[src/rtl/mul_wb_arbiter.sv]
// Writeback arbiter merging ALU and multiplier results onto one register-file port.
// Optional macro MUL_WB_BYPASS_EN lets a MUL result skip the FIFO when the port is idle.
package mul_wb_arbiter_pkg;
  typedef struct packed {
    logic [6:0]  opcode;
    logic [4:0]  dst_reg;
    logic [31:0] dst_reg_data;
    logic        reg_data_ready;
  } inst_decoded_t;
endpackage

module mul_wb_arbiter
  import mul_wb_arbiter_pkg::*;
#(
  parameter int DEPTH       = 4,
  parameter int MUL_LATENCY = 5
) (
  input  logic                     clk,
  input  logic                     rst,
  input  inst_decoded_t            alu_in,
  input  logic                     alu_valid,
  input  inst_decoded_t            mul_in,
  input  logic                     mul_valid,
  input  logic                     mul_issue,
  output logic                     mul_stall,
  output inst_decoded_t            wb_out,
  output logic                     wb_valid,
  output logic                     wb_src,
  output logic [$clog2(DEPTH):0]   buf_count,
  output logic                     overflow_err
);

  localparam int PTR_W = $clog2(DEPTH);
  localparam int CNT_W = PTR_W + 1;
  localparam int IF_W  = $clog2(MUL_LATENCY + DEPTH + 1);
  localparam int SUM_W = IF_W + 2;

  inst_decoded_t    mem [DEPTH];
  logic [PTR_W:0]   wr_ptr, rd_ptr;
  logic [IF_W-1:0]  inflight, inflight_nxt;
  logic [CNT_W-1:0] count_nxt;
  logic [SUM_W-1:0] credit_sum;
  logic             empty, full;
  logic             mul_live, pop, bypass, push_req, drop, push;

  assign empty = (wr_ptr == rd_ptr);
  assign full  = (wr_ptr[PTR_W] != rd_ptr[PTR_W]) &&
                 (wr_ptr[PTR_W-1:0] == rd_ptr[PTR_W-1:0]);

  always_comb begin
    // Results with no multiply in flight belong to work discarded by reset.
    mul_live = mul_valid && (inflight != '0);
    pop      = !alu_valid && !empty;
`ifdef MUL_WB_BYPASS_EN
    bypass   = !alu_valid && empty && mul_live;
`else
    bypass   = 1'b0;
`endif
    push_req = mul_live && !bypass;
    drop     = push_req && full && !pop;
    push     = push_req && !drop;

    inflight_nxt = inflight;
    if (mul_issue && !mul_live && (inflight != '1))
      inflight_nxt = inflight + IF_W'(1);
    else if (!mul_issue && mul_live)
      inflight_nxt = inflight - IF_W'(1);

    count_nxt  = buf_count + CNT_W'(push) - CNT_W'(pop);
    credit_sum = SUM_W'(inflight_nxt) + SUM_W'(count_nxt) + SUM_W'(mul_issue);
  end

  always_ff @(posedge clk) begin
    if (push)
      mem[wr_ptr[PTR_W-1:0]] <= mul_in;
  end

  // Registered writeback stage
  always_ff @(posedge clk) begin
    if (rst) begin
      wb_out       <= '0;
      wb_valid     <= 1'b0;
      wb_src       <= 1'b0;
      wr_ptr       <= '0;
      rd_ptr       <= '0;
      buf_count    <= '0;
      inflight     <= '0;
      mul_stall    <= 1'b0;
      overflow_err <= 1'b0;
    end else begin
      if (alu_valid) begin
        wb_out                <= alu_in;
        wb_out.reg_data_ready <= 1'b1;
        wb_valid              <= 1'b1;
        wb_src                <= 1'b0;
      end else if (pop) begin
        wb_out                <= mem[rd_ptr[PTR_W-1:0]];
        wb_out.reg_data_ready <= 1'b1;
        wb_valid              <= 1'b1;
        wb_src                <= 1'b1;
      end else if (bypass) begin
        wb_out                <= mul_in;
        wb_out.reg_data_ready <= 1'b1;
        wb_valid              <= 1'b1;
        wb_src                <= 1'b1;
      end else begin
        wb_valid <= 1'b0;
      end

      if (push) wr_ptr <= wr_ptr + (PTR_W+1)'(1);
      if (pop)  rd_ptr <= rd_ptr + (PTR_W+1)'(1);
      buf_count <= count_nxt;
      inflight  <= inflight_nxt;
      mul_stall <= (credit_sum >= SUM_W'(DEPTH));
      if (drop) overflow_err <= 1'b1;
    end
  end

endmodule
[config.mk]
export PLATFORM = sky130hd
export DESIGN_NAME = mul_wb_arbiter
export DESIGN_NICKNAME = d
export VERILOG_FILES = /design/src/rtl/mul_wb_arbiter.sv
export SDC_FILE = /design/constraint.sdc
export NUM_CORES = 1
export LEC_CHECK = 0
export ABC_AREA = 1
export BUFFER_PORTS_ARGS = -buffer_cell sky130_fd_sc_hd__buf_2
export CAP_MARGIN = 5
export CORE_UTILIZATION = 61
export DETAILED_ROUTE_END_ITERATION = 10
export GPL_TIMING_DRIVEN = 0
export PLACE_DENSITY = 0.95
export SLEW_MARGIN = 20
export SYNTH_ARGS = -nofsm -noshare
export SYNTH_HDL_FRONTEND = slang
export SYNTH_SLANG_ARGS = --single-unit
[constraint.sdc]
create_clock -name clk -period 9.2 [get_ports clk]
set_clock_uncertainty 0.05 [all_clocks]
set_input_delay 0.92 -clock clk [delete_from_list [all_inputs] [get_ports clk]]
set_output_delay 0.92 -clock clk [all_outputs]
set_load 0.005 [all_outputs]
==> results by stage <==
Run status:
- The run finished with clean final reports.

Floorplanning:
- The number of ports placed on the die boundary is 147.
- The initialized floorplan defines 44 standard-cell rows.
- The vertical extent of the die is 126 µm.
- The x dimension of the die is 126 µm.
- The floorplan step defined a die boundary enclosing 15900 µm².
- The core region is 14800 µm².
- The initial cell density of the core is 0.636.

Clocking:
- The clock-pin slew on the worst setup and hold paths is 0.07 ns.
- The buffer depth of the longest clock path is 3.
- The cell sitting at the root of the clock tree is a clkbuf_16.
- The clock insertion delay at the later pin of the skew report is 0.52 ns.
- The number of hold-repair buffers added at the cts stage is 0.
- In this run the post-CTS setup repair buffer count came out at 0.
- The CTS tree is built.
- The clock sink count is 240.
- Counting the buffers created by CTS gives 23.
- CTS built an H-tree with a depth of 1.
- The post-cts sizing count is 0.

Setup path:
- For the worst setup path, the data arrival time is 3.86 ns.
- The highest-delay cell along the critical path is fa_1.
- The minimum setup slack among reg-to-reg paths is 5.73 ns.
- Counting stages on the worst path, the most repeated cell is nand2_1.
- The category of the worst setup path capture point is a flop.
- STA classifies the critical path startpoint as a flop.
- The path type of the worst setup path is flop to flop.
- The endpoint required time on the critical path is 9.58 ns.
- The endpoint of the most critical register-to-register path is mul_stall.
- Counting cells, the worst reg-to-reg path comes to 20.
- The critical path goes through xor2_1 -> nor2_2 -> nand2_1 -> nand2_2 -> inv_4 -> buf_6 -> nand2_1 -> nand2_1 -> ha_1 -> fa_1 -> xor2_1 -> inv_1 -> ha_1 -> nand2_1 -> nand2_1 -> a31oi_1 -> nand3_1 -> nand2_1 -> inv_1 -> a21oi_1.
- On the worst path, the slowest cell contributes a delay of 0.39 ns.
- The reg-to-reg critical path startpoint is rd_ptr[0].
- In this design, the largest share of critical-path delay is due to simple AND/OR/NAND/NOR gates.
- Along the worst path, the maximum fanout reaches 10.
- The number of buffers and inverters on the critical path is 4.

Timing:
- The worst hold slack after final layout is 0.409 ns.
- The hold violation count in the final report is 0.
- Setup violations remaining at the end of the flow were counted as 0.
- The portion of the clock cycle consumed by the worst path in the final layout is 0.378.
- Setup repair after global routing left no endpoint under its margin.
- The number of slew-limit violations in the final report is 0.
- The aggregate negative setup slack is 0 ns.
- The maximum frequency from static timing analysis is 288 MHz.
- In this run the tightest slew margin relative to its limit is 0.434.
- At the pin with the least slew margin, the transition time is 0.848 ns.
- The routed design could run at a clock period as short as 3.47 ns.

Yosys:
- Synthesis produced 791 cells.
- The register bit total from synthesis is 240.
- After synthesis, the cell types taking the most area are edfxtp_1, dfxtp_1, o21ai_0, nor2_1, nand2_1.
- The unique cell type count in the Yosys netlist is 33.
- The number of nets produced by synthesis is 899.
- Of the post-synthesis cell area, the dominant cell type holds 0.563.
- The portion of the post-synthesis area used by sequential elements is 0.700.
- A synthesized cell averages 11.9 µm².
- The Yosys warning count is 0.
- The top cell type by total area after synthesis is edfxtp_1.
- In this run the cell area of the synthesized design comes to 9390 µm².

Pwr:
- Power spread over the standard cell area amounts to 332 nW/µm².
- The leakage power is 4.27 nW.
- Of the total power, the share spent switching nets is 0.364.
- The final total power is 3.73 mW.
- Of the total power, the clock network draws 0.261.
- The power dissipated by switching net loads is 1.36 mW.
- Of the total power, combinational logic draws 0.341.
- The internal portion of the total power is 2.37 mW.
- The highest ir drop seen on vdd is 0.000175 V.
- Of the total power, registers draw 0.398.

Global route:
- The number of antenna violations at the first check in global routing is 4.
- The total overflow reported by the global router is 0.
- The first global-routing pass estimated 39600 µm of wire.
- The combined global-route utilization of all metal layers is 0.330.
- The via count of the first global-routing pass came to 7516.
- Entering global routing, the biggest net connects 25 pins.

Drt:
- The violation count after the first detailed-routing iteration is 1363.
- The via total after detailed routing is 7685.
- The routed wire length is 26500 µm.
- The routed wirelength normalized by instance count is 22.7 µm.
- The residual antenna-violating net count after detailed routing is 0.
- The first detailed-routing pass ran for 6 iterations.
- The residual DRC count is 0.
- The detailed-route vias per instance is 6.58.

Finish:
- The commonest non-fill, non-tap cell in the layout is edfxtp_1.
- In the layout the commonest cells are edfxtp_1, buf_2, o21ai_0, nor2_1.
- The final-stage net count is 1072.
- The area added between synthesis and finish is 19.8%.
- For this run, the share of the core covered by cells in the final layout is 0.762.
- The ratio of cells with drive above 1 in the final layout is 0.225.

Worst hold path:
- The startpoint of the most critical hold path is wb_out[0].
- Along the worst hold path, the cell count comes to 2.
- The path with the worst hold slack has its endpoint at wb_out[0].
- In this run the worst hold path is classified as flop to flop.

Job:
- The max-capacitance violation count is 0.

Placement:
- The placer's final routability congestion estimate is 0.839.
- Detailed placement finished with a half-perimeter wire length of 15500 µm.
- Port buffering added 143 buffers.
[cells by family (layout without fill, tap and decap cells)]
group           Yosys count  count (layout)  share of synthesized area
xor+xnor                  9               9                    0.00840
flops                   240             240                      0.700
buf+inv                  83             273                     0.0403
fa+ha+maj                13              13                     0.0197
other cells               0               3                          0
simple gates            208             208                     0.0910
compound gates          238             238                      0.141
[sequential cells by signal, indices dropped and copies added (netlist names), named ones only]
| register | count |
|---|---|
| wb_src | 1 |
| mem | 176 |
| wr_ptr | 3 |
| overflow_err | 1 |
| inflight | 4 |
| wb_out | 45 |
| mul_stall | 1 |
| buf_count | 3 |
| wb_valid | 1 |
| rd_ptr | 3 |
[routing by layer]
layer,wire length (µm),GRT usage,vias up
li1,-,-,3213
met1,8840,0.410,3512
met2,12600,0.538,801
met3,3420,0.0624,157
met4,1640,0.210,2
met5,13,0,-
[metrics by stage]
step	std cells	worst slack (ns)	instance area, µm²
after floorplan	791	5.32	9390
after global placement	1118	3.93	10300
after detailed placement	1123	5.35	10500
after CTS	1165	5.74	11200
after global routing	1167	5.51	11200
final	1168	5.73	11200
[worst reg2reg max path, delay by kind of cell, from the launching register on]
kind | cells | cell delay (ns)
adder cells (fa/ha/maj) | 3 | 0.94
AO/OA/AOI/OAI | 2 | 0.30
flip-flops | 1 | 0.36
XOR/XNOR | 2 | 0.41
AND/OR/NAND/NOR | 9 | 0.98
buffers and inverters | 4 | 0.35
[power by group through the flow]
| stage | combinational, mW | clock (mW) | sequential (mW) |
|---|---|---|---|
| after detailed placement | 1.18 | 0 | 1.49 |
| after floorplan | 0.731 | 0 | 1.49 |
| after CTS | 1.23 | 0.973 | 1.48 |
| final | 1.27 | 0.974 | 1.49 |
| after global routing | 1.36 | 1.02 | 1.50 |
| after global placement | 1.09 | 0 | 1.49 |
[cell usage after synthesis, drive strengths merged]
master    n
edfxtp  176
o21ai   147
nor2    108
nand2    67
dfxtp    64
a21oi    32
inv      31
nand3    30
clkbuf   27
buf      23
o22ai    23
o221ai   21
a31oi    10
ha       10
xor2      7
a22oi     4
fa        3
clkinv    2
xnor2     2
and2      1
nand4     1
nor3      1
o21bai    1
[how the worst max path moves through the flow]
stage | start | end | slack, ns | cells after the start
5_1_grt | rd_ptr[0] | mul_stall | 5.51 | 20
6_report | rd_ptr[0] | mul_stall | 5.73 | 20
3_5_place_dp | alu_valid | mul_stall | 5.35 | 20
2_1_floorplan | alu_valid | mem[0][10] | 5.32 | 7
4_1_cts | rd_ptr[0] | mul_stall | 5.74 | 20
3_3_place_gp | alu_valid | mem[0][34] | 3.93 | 7
[area by class of cell]
type / instances / area [µm²]
Sequential cell: 240 / 6570
Antenna cell: 3 / 7.51
Multi-Input combinational cell: 468 / 2460
Buffer: 50 / 249
Inverter: 33 / 129
Timing Repair Buffer: 148 / 831
Clock buffer: 37 / 668
Clock inverter: 5 / 103
Fill cell: 782 / 3510
Tap cell: 184 / 230
Note: power is estimated with default switching activity, not from simulation.
